File: config.mk
export PLATFORM = sky130hd
export DESIGN_NAME = mem_lsu_flat
export DESIGN_NICKNAME = d
export VERILOG_FILES = /design/src/rtl/mem_lsu_pkg.sv /design/src/rtl/mem_lsu_dbus_if.sv /design/src/rtl/mem_lsu_align.sv /design/src/rtl/mem_lsu.sv /design/src/flat_wrapper.sv
export SDC_FILE = /design/constraint.sdc
export NUM_CORES = 1
export LEC_CHECK = 0
export BUFFER_PORTS_ARGS = -buffer_cell sky130_fd_sc_hd__buf_2
export CAP_MARGIN = 5
export CELL_PAD_IN_SITES_DETAIL_PLACEMENT = 0
export CELL_PAD_IN_SITES_GLOBAL_PLACEMENT = 1
export CORE_MARGIN = 2
export CORE_UTILIZATION = 29
export DETAILED_ROUTE_END_ITERATION = 12
export GPL_ROUTABILITY_DRIVEN = 0
export MAX_ROUTING_LAYER = met4
export PLACE_DENSITY_LB_ADDON = 0.12
export SLEW_MARGIN = 20
export SYNTH_ARGS = -nofsm -noshare
export SYNTH_HDL_FRONTEND = slang
export SYNTH_HIERARCHICAL = 1
export SYNTH_SLANG_ARGS = --single-unit
File: constraint.sdc
create_clock -name clk -period 2.2 [get_ports clk]
set_input_delay 0 -clock clk [delete_from_list [all_inputs] [get_ports clk]]
set_output_delay 0 -clock clk [all_outputs]
set_load 0.05 [all_outputs]
File: src/rtl/mem_lsu_pkg.sv
// mem_lsu_pkg: shared encodings for the MEM-stage load/store unit.
//   - datapath widths (PC/address, register data, register index)
//   - mem_op encodings carried down from EX/MEM
//   - RV32I funct3 size/sign constants for loads and stores
//   - LSU FSM state encodings
//   - misalignment predicate used when MEM_MISALIGN_CHECK_EN is defined
package mem_lsu_pkg;

    localparam int LSU_ADDR_W     = 32;
    localparam int LSU_DATA_W     = 32;
    localparam int LSU_REG_ADDR_W = 5;

    typedef enum logic [1:0] {
        MEM_OP_NONE  = 2'b00,
        MEM_OP_LOAD  = 2'b01,
        MEM_OP_STORE = 2'b10,
        MEM_OP_RSVD  = 2'b11
    } mem_op_e;

    localparam logic [2:0] F3_LB  = 3'b000;
    localparam logic [2:0] F3_LH  = 3'b001;
    localparam logic [2:0] F3_LW  = 3'b010;
    localparam logic [2:0] F3_LBU = 3'b100;
    localparam logic [2:0] F3_LHU = 3'b101;
    localparam logic [2:0] F3_SB  = 3'b000;
    localparam logic [2:0] F3_SH  = 3'b001;
    localparam logic [2:0] F3_SW  = 3'b010;

    typedef enum logic [1:0] {
        ST_IDLE = 2'b00,
        ST_REQ  = 2'b01,
        ST_RESP = 2'b10
    } lsu_state_e;

    // Halfword accesses need addr[0]=0, word accesses need addr[1:0]=0.
    // funct3[1:0] is the access size for both loads and stores.
    function automatic logic is_misaligned(input logic [2:0] funct3, input logic [1:0] off);
        return ((funct3[1:0] == 2'b01) && off[0]) ||
               ((funct3[1:0] == 2'b10) && (off != 2'b00));
    endfunction

endpackage

File: src/rtl/mem_lsu_dbus_if.sv
// mem_lsu_dbus_if: single-outstanding req/gnt/rvalid data bus.
//   master (LSU): dbus_req_o, dbus_we_o, dbus_addr_o, dbus_be_o, dbus_wdata_o out;
//                 dbus_gnt_i, dbus_rvalid_i, dbus_rdata_i in.
//   slave (memory): the mirror image.
interface mem_lsu_dbus_if
    import mem_lsu_pkg::*;
#(
    parameter int ADDR_WIDTH = LSU_ADDR_W,
    parameter int DATA_WIDTH = LSU_DATA_W
);
    logic                  dbus_req_o;
    logic                  dbus_we_o;
    logic [ADDR_WIDTH-1:0] dbus_addr_o;
    logic [3:0]            dbus_be_o;
    logic [DATA_WIDTH-1:0] dbus_wdata_o;
    logic                  dbus_gnt_i;
    logic                  dbus_rvalid_i;
    logic [DATA_WIDTH-1:0] dbus_rdata_i;

    modport master (
        output dbus_req_o, dbus_we_o, dbus_addr_o, dbus_be_o, dbus_wdata_o,
        input  dbus_gnt_i, dbus_rvalid_i, dbus_rdata_i
    );

    modport slave (
        input  dbus_req_o, dbus_we_o, dbus_addr_o, dbus_be_o, dbus_wdata_o,
        output dbus_gnt_i, dbus_rvalid_i, dbus_rdata_i
    );
endinterface

File: src/rtl/mem_lsu_align.sv
// mem_lsu_align: purely combinational byte-lane logic for the LSU.
//   is_load_i   : 1 = load (be is always 4'hF), 0 = store
//   funct3_i    : RV32I size/sign field
//   off_i       : byte offset addr[1:0]
//   st_data_i   : store data (rs2)
//   be_o        : byte enables for the bus
//   wdata_o     : store data replicated across the lanes
//   rdata_i     : bus read data
//   ld_data_o   : extracted and extended load result
module mem_lsu_align
    import mem_lsu_pkg::*;
(
    input  logic                  is_load_i,
    input  logic [2:0]            funct3_i,
    input  logic [1:0]            off_i,
    input  logic [LSU_DATA_W-1:0] st_data_i,
    output logic [3:0]            be_o,
    output logic [LSU_DATA_W-1:0] wdata_o,
    input  logic [LSU_DATA_W-1:0] rdata_i,
    output logic [LSU_DATA_W-1:0] ld_data_o
);
    logic [7:0]  byte_sel;
    logic [15:0] half_sel;

    always_comb begin
        be_o    = 4'hF;
        wdata_o = st_data_i;
        if (!is_load_i) begin
            unique case (funct3_i[1:0])
                2'b00: begin
                    be_o    = 4'b0001 << off_i;
                    wdata_o = {4{st_data_i[7:0]}};
                end
                2'b01: begin
                    // Only off[1] picks the half; off[0] is ignored here.
                    be_o    = 4'b0011 << {off_i[1], 1'b0};
                    wdata_o = {2{st_data_i[15:0]}};
                end
                default: ;
            endcase
        end
    end

    always_comb begin
        unique case (off_i)
            2'd0:    byte_sel = rdata_i[7:0];
            2'd1:    byte_sel = rdata_i[15:8];
            2'd2:    byte_sel = rdata_i[23:16];
            default: byte_sel = rdata_i[31:24];
        endcase
        half_sel = off_i[1] ? rdata_i[31:16] : rdata_i[15:0];

        unique case (funct3_i)
            F3_LB:   ld_data_o = {{24{byte_sel[7]}}, byte_sel};
            F3_LBU:  ld_data_o = {24'd0, byte_sel};
            F3_LH:   ld_data_o = {{16{half_sel[15]}}, half_sel};
            F3_LHU:  ld_data_o = {16'd0, half_sel};
            default: ld_data_o = rdata_i;
        endcase
    end
endmodule

File: src/rtl/mem_lsu.sv
// mem_lsu: MEM pipeline stage. Non-memory ops pass straight through; loads and
// stores run one transaction on the data bus while stalling the pipeline.
//   clk, rst            : clock, synchronous active-high reset
//   mem_*_i             : EX/MEM bundle (pc, rd_wr_en, rd_addr, rd_reg_data,
//                         op, funct3, addr, wdata) and ctrl flush
//   mem_*_o             : MEM/WB bundle (pc, rd_wr_en, rd_addr, rd_reg_data)
//   mem_stall_req_o     : stall request to ctrl
//   mem_misalign_o      : misaligned-access pulse (only with MEM_MISALIGN_CHECK_EN)
//   dbus                : data bus master port
// Optional feature macro: MEM_MISALIGN_CHECK_EN.
module mem_lsu
    import mem_lsu_pkg::*;
#(
    parameter int ADDR_WIDTH     = LSU_ADDR_W,
    parameter int DATA_WIDTH     = LSU_DATA_W,
    parameter int REG_ADDR_WIDTH = LSU_REG_ADDR_W
) (
    input  logic                      clk,
    input  logic                      rst,
    input  logic [ADDR_WIDTH-1:0]     mem_pc_i,
    input  logic                      mem_rd_wr_en_i,
    input  logic [REG_ADDR_WIDTH-1:0] mem_rd_addr_i,
    input  logic [DATA_WIDTH-1:0]     mem_rd_reg_data_i,
    input  logic [1:0]                mem_op_i,
    input  logic [2:0]                mem_funct3_i,
    input  logic [ADDR_WIDTH-1:0]     mem_addr_i,
    input  logic [DATA_WIDTH-1:0]     mem_wdata_i,
    input  logic                      mem_flush_i,
    output logic [ADDR_WIDTH-1:0]     mem_pc_o,
    output logic                      mem_rd_wr_en_o,
    output logic [REG_ADDR_WIDTH-1:0] mem_rd_addr_o,
    output logic [DATA_WIDTH-1:0]     mem_rd_reg_data_o,
    output logic                      mem_stall_req_o,
`ifdef MEM_MISALIGN_CHECK_EN
    output logic                      mem_misalign_o,
`endif
    mem_lsu_dbus_if.master            dbus
);
    lsu_state_e                state_q, state_d;
    mem_op_e                   op_q;
    logic [2:0]                funct3_q;
    logic [1:0]                off_q;
    logic [REG_ADDR_WIDTH-1:0] rd_addr_q;
    logic                      rd_wr_en_q;
    logic [ADDR_WIDTH-1:0]     pc_q;
    logic                      flush_pend_q;
    logic                      req_q;
    logic                      we_q;
    logic [ADDR_WIDTH-1:0]     addr_q;
    logic [3:0]                be_q;
    logic [DATA_WIDTH-1:0]     wdata_q;

    logic                  is_ldst;
    logic                  mis_hit;
    logic                  accept;
    logic                  al_is_load;
    logic [2:0]            al_f3;
    logic [1:0]            al_off;
    logic [3:0]            al_be;
    logic [DATA_WIDTH-1:0] al_wdata;
    logic [DATA_WIDTH-1:0] al_ld;

    assign is_ldst = (mem_op_i == MEM_OP_LOAD) || (mem_op_i == MEM_OP_STORE);

`ifdef MEM_MISALIGN_CHECK_EN
    assign mis_hit        = is_misaligned(mem_funct3_i, mem_addr_i[1:0]);
    assign mem_misalign_o = (state_q == ST_IDLE) && is_ldst && !mem_flush_i && mis_hit;
`else
    assign mis_hit = 1'b0;
`endif

    assign accept = (state_q == ST_IDLE) && is_ldst && !mem_flush_i && !mis_hit;

    // In IDLE the aligner prepares be/wdata for the arriving op; once a
    // transaction is open it extracts load data using the latched fields.
    assign al_is_load = (state_q == ST_IDLE) ? (mem_op_i == MEM_OP_LOAD) : (op_q == MEM_OP_LOAD);
    assign al_f3      = (state_q == ST_IDLE) ? mem_funct3_i : funct3_q;
    assign al_off     = (state_q == ST_IDLE) ? mem_addr_i[1:0] : off_q;

    mem_lsu_align u_align (
        .is_load_i (al_is_load),
        .funct3_i  (al_f3),
        .off_i     (al_off),
        .st_data_i (mem_wdata_i),
        .be_o      (al_be),
        .wdata_o   (al_wdata),
        .rdata_i   (dbus.dbus_rdata_i),
        .ld_data_o (al_ld)
    );

    always_comb begin
        state_d           = state_q;
        mem_pc_o          = mem_pc_i;
        mem_rd_wr_en_o    = mem_rd_wr_en_i;
        mem_rd_addr_o     = mem_rd_addr_i;
        mem_rd_reg_data_o = mem_rd_reg_data_i;
        mem_stall_req_o   = 1'b0;
        unique case (state_q)
            ST_IDLE: begin
                if (mem_flush_i) begin
                    mem_rd_wr_en_o = 1'b0;
                end else if (is_ldst) begin
                    mem_rd_wr_en_o = 1'b0;
                    if (mis_hit) begin
                        // Faulting address travels as the trap value.
                        mem_rd_reg_data_o = mem_addr_i;
                    end else begin
                        mem_stall_req_o = 1'b1;
                        state_d         = ST_REQ;
                    end
                end
            end
            ST_REQ, ST_RESP: begin
                mem_pc_o          = pc_q;
                mem_rd_addr_o     = rd_addr_q;
                mem_rd_reg_data_o = (op_q == MEM_OP_LOAD) ? al_ld : '0;
                mem_rd_wr_en_o    = 1'b0;
                mem_stall_req_o   = 1'b1;
                if (state_q == ST_REQ) begin
                    if (dbus.dbus_gnt_i) state_d = ST_RESP;
                end else if (dbus.dbus_rvalid_i) begin
                    mem_stall_req_o = 1'b0;
                    mem_rd_wr_en_o  = (op_q == MEM_OP_LOAD) && rd_wr_en_q &&
                                      !flush_pend_q && !mem_flush_i;
                    state_d         = ST_IDLE;
                end
            end
            default: state_d = ST_IDLE;
        endcase
    end

    always_ff @(posedge clk) begin
        if (rst) begin
            state_q      <= ST_IDLE;
            op_q         <= MEM_OP_NONE;
            funct3_q     <= '0;
            off_q        <= '0;
            rd_addr_q    <= '0;
            rd_wr_en_q   <= 1'b0;
            pc_q         <= '0;
            flush_pend_q <= 1'b0;
            req_q        <= 1'b0;
            we_q         <= 1'b0;
            addr_q       <= '0;
            be_q         <= '0;
            wdata_q      <= '0;
        end else begin
            state_q <= state_d;
            if (accept) begin
                op_q         <= mem_op_e'(mem_op_i);
                funct3_q     <= mem_funct3_i;
                off_q        <= mem_addr_i[1:0];
                rd_addr_q    <= mem_rd_addr_i;
                rd_wr_en_q   <= mem_rd_wr_en_i;
                pc_q         <= mem_pc_i;
                flush_pend_q <= 1'b0;
                req_q        <= 1'b1;
                we_q         <= (mem_op_i == MEM_OP_STORE);
                addr_q       <= {mem_addr_i[ADDR_WIDTH-1:2], 2'b00};
                be_q         <= al_be;
                wdata_q      <= al_wdata;
            end
            if ((state_q == ST_REQ) && dbus.dbus_gnt_i) req_q <= 1'b0;
            // A flush cannot withdraw an issued access; remember it and
            // suppress the writeback when the response arrives.
            if ((state_q != ST_IDLE) && mem_flush_i) flush_pend_q <= 1'b1;
        end
    end

    assign dbus.dbus_req_o   = req_q;
    assign dbus.dbus_we_o    = we_q;
    assign dbus.dbus_addr_o  = addr_q;
    assign dbus.dbus_be_o    = be_q;
    assign dbus.dbus_wdata_o = wdata_q;
endmodule
File: src/flat_wrapper.sv
// flat-port wrapper written by rule: the top's interface ports become plain ports
module mem_lsu_flat import mem_lsu_pkg::*;
#(
    parameter int ADDR_WIDTH     = LSU_ADDR_W,
    parameter int DATA_WIDTH     = LSU_DATA_W,
    parameter int REG_ADDR_WIDTH = LSU_REG_ADDR_W
)
  (clk, rst, mem_pc_i, mem_rd_wr_en_i, mem_rd_addr_i, mem_rd_reg_data_i, mem_op_i, mem_funct3_i, mem_addr_i, mem_wdata_i, mem_flush_i, mem_pc_o, mem_rd_wr_en_o, mem_rd_addr_o, mem_rd_reg_data_o, mem_stall_req_o, dbus_dbus_req_o, dbus_dbus_we_o, dbus_dbus_addr_o, dbus_dbus_be_o, dbus_dbus_wdata_o, dbus_dbus_gnt_i, dbus_dbus_rvalid_i, dbus_dbus_rdata_i);
  mem_lsu_dbus_if #(.ADDR_WIDTH(ADDR_WIDTH), .DATA_WIDTH(DATA_WIDTH)) dbus_i ();
  input  logic clk;
  input  logic rst;
  input  logic [ADDR_WIDTH-1:0] mem_pc_i;
  input  logic mem_rd_wr_en_i;
  input  logic [REG_ADDR_WIDTH-1:0] mem_rd_addr_i;
  input  logic [DATA_WIDTH-1:0] mem_rd_reg_data_i;
  input  logic [1:0] mem_op_i;
  input  logic [2:0] mem_funct3_i;
  input  logic [ADDR_WIDTH-1:0] mem_addr_i;
  input  logic [DATA_WIDTH-1:0] mem_wdata_i;
  input  logic mem_flush_i;
  output logic [ADDR_WIDTH-1:0] mem_pc_o;
  output logic mem_rd_wr_en_o;
  output logic [REG_ADDR_WIDTH-1:0] mem_rd_addr_o;
  output logic [DATA_WIDTH-1:0] mem_rd_reg_data_o;
  output logic mem_stall_req_o;
  output wire logic [$bits(dbus_i.dbus_req_o)-1:0] dbus_dbus_req_o;
  output wire logic [$bits(dbus_i.dbus_we_o)-1:0] dbus_dbus_we_o;
  output wire logic [$bits(dbus_i.dbus_addr_o)-1:0] dbus_dbus_addr_o;
  output wire logic [$bits(dbus_i.dbus_be_o)-1:0] dbus_dbus_be_o;
  output wire logic [$bits(dbus_i.dbus_wdata_o)-1:0] dbus_dbus_wdata_o;
  input wire logic [$bits(dbus_i.dbus_gnt_i)-1:0] dbus_dbus_gnt_i;
  input wire logic [$bits(dbus_i.dbus_rvalid_i)-1:0] dbus_dbus_rvalid_i;
  input wire logic [$bits(dbus_i.dbus_rdata_i)-1:0] dbus_dbus_rdata_i;
  assign dbus_dbus_req_o = dbus_i.dbus_req_o;
  assign dbus_dbus_we_o = dbus_i.dbus_we_o;
  assign dbus_dbus_addr_o = dbus_i.dbus_addr_o;
  assign dbus_dbus_be_o = dbus_i.dbus_be_o;
  assign dbus_dbus_wdata_o = dbus_i.dbus_wdata_o;
  assign dbus_i.dbus_gnt_i = dbus_dbus_gnt_i;
  assign dbus_i.dbus_rvalid_i = dbus_dbus_rvalid_i;
  assign dbus_i.dbus_rdata_i = dbus_dbus_rdata_i;
  mem_lsu #(.ADDR_WIDTH(ADDR_WIDTH), .DATA_WIDTH(DATA_WIDTH), .REG_ADDR_WIDTH(REG_ADDR_WIDTH)) u_core (.clk(clk), .rst(rst), .mem_pc_i(mem_pc_i), .mem_rd_wr_en_i(mem_rd_wr_en_i), .mem_rd_addr_i(mem_rd_addr_i), .mem_rd_reg_data_i(mem_rd_reg_data_i), .mem_op_i(mem_op_i), .mem_funct3_i(mem_funct3_i), .mem_addr_i(mem_addr_i), .mem_wdata_i(mem_wdata_i), .mem_flush_i(mem_flush_i), .mem_pc_o(mem_pc_o), .mem_rd_wr_en_o(mem_rd_wr_en_o), .mem_rd_addr_o(mem_rd_addr_o), .mem_rd_reg_data_o(mem_rd_reg_data_o), .mem_stall_req_o(mem_stall_req_o), .dbus(dbus_i));
endmodule
# Word level (Yosys, flattened, before mapping)
# Cells that the tools add are included.
# word_totals
reg_bits	116
in_bits	176
# classes
n_eq_ne	15
n_shift	2
mux	32
reduce_logical	19
# op_table
cell	count
$mux 32	4
$pmux 32 s4	1
$pmux 32 s2	1
$pmux 8 s3	1
$mux 16	1
$mux 2	6
$mux 1	11
$eq 2x1->1 const B	5
$pmux 4 s2	1
$logic_and 1x1->1	7
$eq 2x2->1 const B	3
$eq 3x3->1 const B	2
$logic_not 2->1	3
$mux 5	1
$mux 4	1
$pmux 1 s2	2
$pmux 2 s2	1
$reduce_and 4->1	1
$reduce_bool 2->1	2
$reduce_or 2->1	2
$shl 1x2->4 const A	1
$shl 2x2->4 const A	1
$eq 3x1->1 const B	1
$logic_not 3->1	1
7 further kinds	8

# Logic depth before layout (Yosys ltp)
# depth
ltp_word	7
ltp_mapped	12
mapped_depth_nobuf	9

# Cells and area by module
# Netlist, hierarchy kept.
# modules_own_cells
module	n_inst	cells_each	area_each_um2	seq_area_each_um2
mem_lsu	1	683	5084.9	2322.2
mem_lsu_align	1	172	1322.5	0.0

# Worst setup path before layout
# Ideal clock, no wire load.
# synth_path
kind	register to output
start	register u_core.state_q[1]
end	output mem_rd_reg_data_o[11]
arrival_time_ns	2.624
setup_slack_ns	-0.424
stages_incl_launch_ff	11
n_path_buf	2
cell_sequence	dfxtp_1 -> inv_1 -> ha_1 -> clkbuf_1 -> mux2_2 -> mux2_4 -> a22oi_4 -> buf_6 -> o221ai_2 -> nand2_1 -> o21ai_0
# synth_between
elab_chain_cells	7
# synth_lines
element	line_no	text
start, declared	mem_lsu.sv:39	lsu_state_e state_q, state_d;
start signal, assigned	mem_lsu.sv:148	state_q <= state_d;
$logic_not 2->1 (*)	mem_lsu.sv:78	assign al_off = (state_q == ST_IDLE) ? mem_addr_i[1:0] : off_q;
$mux 2 (*)	mem_lsu.sv:78	
via u_core.al_off[0]	mem_lsu.sv:58	logic [1:0] al_off;
$eq 2x2->1 (tied with other cells)	mem_lsu_align.sv:45	unique case (off_i)
$pmux 8 s3 (*)	mem_lsu_align.sv:45	
$pmux 32 s4 (*)	mem_lsu_align.sv:53	unique case (funct3_i)
via u_core.al_ld[11]	mem_lsu.sv:61	logic [DATA_WIDTH-1:0] al_ld;
$mux 32 (*)	mem_lsu.sv:116	mem_rd_reg_data_o = (op_q == MEM_OP_LOAD) ? al_ld : '0;
$mux 32 (*)	-	
end, declared	flat_wrapper.sv:24	output logic [DATA_WIDTH-1:0] mem_rd_reg_data_o;
# The timed path passes the listed nets; every way through them passes the cells marked *.

# Worst setup path in the final report
# layout_path
start	register u_core.state_q[1]
end	output mem_rd_reg_data_o[27]
# The elaborated chain is that of the path after synthesis.

==> impl_metrics.toml <==
[die]
core_um2 = 21800
start_util_pct = 29.5
ios = 317
rows = 54
die_x_um = 153
die_y_um = 153
dieArea_um2 = 23300

[synthesis]
synth_top_area_share_pct = 36.2
synthTopCellsByArea = "dfxtp_1 36%, nand2_1 16%, mux2_2 10%"
yosys.area.top_type = "dfxtp_1"
synth-seq-area-share_pct = 36.2
netlist_instances = 855
netlist_top_cells_count = "265 x nand2_1, 127 x a21oi_1, 116 x dfxtp_1"
synth.most_common_cell = "nand2_1"
synth_warnings = 6
syn-cell-area_um2 = 6410
async_flop_share_pct = 0
synth.distinct_cells = 43
synth_edf_count = 0
ys.flop_type = "dfxtp_1"
ys_seq_elements = 116
avgSynthCellArea_um2 = 7.49

[global_route]
met3_usage_pct = 4.07
overflow = 0
antenna_found_initial = 0
grt_busiest_layer = "met2"
grt_first_pass_wirelength_mm = 37.7
gr-usage-met2_pct = 33.9
grt_start_max_net_pins = 69
met1_usage_pct = 24.8
grt_pass1_vias = 7396
grt_usage_pct = 20.3

[layout]
diodes = 0
fin_area_um2 = 10800
area_growth_pct = 67.9
finalNonFillerCells = 1561
final_nets = 1449
drive_gt1_share_pct = 42.4

[routing]
first_pass_iters = 4
via_count = 7276
wire_per_inst_um = 15.0
vias_per_cell = 4.66
route.detailed.drc = 0
ant_nets = 0
drt_iter0_drc = 340
drt-total-wl_mm = 23.5

[setup_path]
worstSetupPathType = "flip-flop to primary output"
cp-start-kind = "flip-flop"
critPathCaptureType = "primary output"
worstPathRequired_ns = 2.20
arrival_ns = 2.55
cp_max_fo = 7

[power]
p_int_mw = 5.00
leakagePower_nw = 4.83
p_seq_share_pct = 28.7
vdd_drop_max_uv = 492
power_switching_mw = 3.05
comb_power_share_pct = 38.0
clkPwrFrac_pct = 33.3
power_mw = 8.04
switching_share_pct = 37.9
pwr_density_cell_nw_per_um2 = 748

[clock_network]
worstSkewPairLatency_ns = 0.42
cts_num_sinks = 116
tritoncts = "yes"
root_buffer = "clkbuf_16"
cts_max_path_buffers = 2
h-tree-depth = 4
cts_made_buffers = 17
clkTransAtPathRegs_ns = 0.06

[placement]
hpwl_mm = 16.1
placed_cell_area_um2 = 8520
port_buffers = 314
placed_cells = 1408

[timing]
fin_skew_ns = 0.00794
drv_slew = 0
rsz0062_at_grt = "true"
maxSlewHeadroom_pct = 62.5
setup_ws_ns = -0.354
setup_viol = 32
fin_crit_ns = 2.55
tightest_slew_ns = 0.563
max_freq_mhz = 392
final_hold_viol_count = 0
min_period_over_period_pct = 116

[min_path]
hold_path.class = "input port to flip-flop"

[run_status]
violations = "setup timing"
status = "complete, but fails checks"

[job]
cap_viol_max_count = 0
state kept, by name, summed over array words and instances, names as in the netlist, 2 cells and up:
register                  cells
u_core/funct3_q               3
u_core/dbus.dbus_addr_o      30
u_core/state_q                2
u_core/off_q                  2
u_core/pc_q                  32
u_core/dbus.dbus_be_o         4
u_core/rd_addr_q              5
u_core/op_q                   2
u_core/dbus.dbus_wdata_o     32
critical path: stages (launching register included):
cell	delay (ns)
dfxtp_2	0.32
inv_2	0.07
ha_4	0.17
mux2_4	0.33
mux2_4	0.32
a22oi_4	0.24
buf_12	0.14
buf_12	0.12
o22ai_2	0.08
nand2_1	0.10
o21ai_2	0.07
buf_6	0.17
worst paths after layout:
check,start,endpoint,slack (ns),depth (start not counted)
max,u_core/state_q[1]$_SDFFE_PP0P_,mem_rd_reg_data_o[27],-0.35,11
min,mem_wdata_i[19],u_core/dbus.dbus_wdata_o[19]$_SDFFE_PP0P_,0.01,4
max reg2reg,u_core/state_q[1]$_SDFFE_PP0P_,u_core/dbus.dbus_wdata_o[12]$_SDFFE_PP0P_,0.07,9
min reg2reg,u_core/dbus.dbus_wdata_o[24]$_SDFFE_PP0P_,u_core/dbus.dbus_wdata_o[24]$_SDFFE_PP0P_,0.45,2
area by class of cell:
type | instances | area (um^2)
Clock inverter | 15 | 144
Sequential cell | 116 | 2320
Tap cell | 280 | 350
Fill cell | 2190 | 11000
Multi-Input combinational cell | 622 | 3980
Timing Repair Buffer | 470 | 3380
Inverter | 41 | 158
Clock buffer | 17 | 425
placed cells by master, fill, tap and decap left out, types with 2 or more instances in the layout:
cell           count
a21oi_1          126
a221o_1            7
a22oi_1            7
and3b_1            2
buf_12             8
buf_2            280
buf_4             32
buf_6             40
buf_8              2
clkbuf_16         18
clkinv_2           2
clkinvlp_4         4
conb_1             2
dfxtp_1          114
dfxtp_2            2
dlygate4sd3_1    107
ha_1               4
inv_1             38
inv_2              2
inv_6              7
mux2_2            54
mux2_4             6
mux2i_1           17
nand2_1          253
nand2_2           11
nand2b_1           3
nor2_1            38
nor2_4             2
o21ai_0            6
o21ai_2           18
o21ai_4           16
o221ai_2           6
o22ai_1            4
o22ai_2           10
o22ai_4            2
o31a_4             2
or3b_4             2
power by group through the flow:
stage	Sequential (mW)	Clock [mW]	Combinational (mW)
floorplan	2.65	0	1.63
global placement	2.35	0	2.62
detailed placement	2.35	0	2.62
CTS	2.31	2.77	3.00
global route	2.33	2.86	3.26
finish	2.31	2.68	3.05
metrics by stage:
step                      hold slack (ns)  setup TNS, ns  worst slack, ns  utilization, %
after CTS                         0.00533         -11.62           -0.406            48.8
after floorplan                    0.0991         -0.110          -0.0137               -
after global routing               0.0360         -14.02           -0.477            49.4
after detailed placement            0.235          -2.10           -0.172            39.2
final                              0.0114          -9.83           -0.354            49.4
after global placement              0.242          -1.55           -0.134            39.2
cells by family (layout without fill, tap and decap cells):
logic type,count (synthesis),count (layout),share of synthesized area (%)
adder cells (fa/ha/maj),5,5,0.976
buffers and inverters,119,543,8.79
AO/OA/AOI/OAI,212,213,20.2
other,1,2,0.0585
AND/OR/NAND/NOR,325,325,20.4
multiplexers,77,77,13.3
flip-flops,116,116,36.2
per-layer routing:
| metal | routed length, um | vias up |
|---|---|---|
| li1 | - | 3684 |
| met1 | 10600 | 3336 |
| met2 | 11400 | 225 |
| met3 | 1100 | 31 |
| met4 | 416 | 0 |
| met5 | 0 | - |
repair_timing:
action | 4_1_cts | 5_1_grt
setup buffers | 8 | 6
setup endpoints to repair | 42 | 57
endpoints found under the hold margin | 107 | 0
hold buffers | 107 | 0
pin swaps | 10 | 4
cloned | 2 | 1
gates resized for setup | 104 | 22
Power figures use the tool's default switching activity.
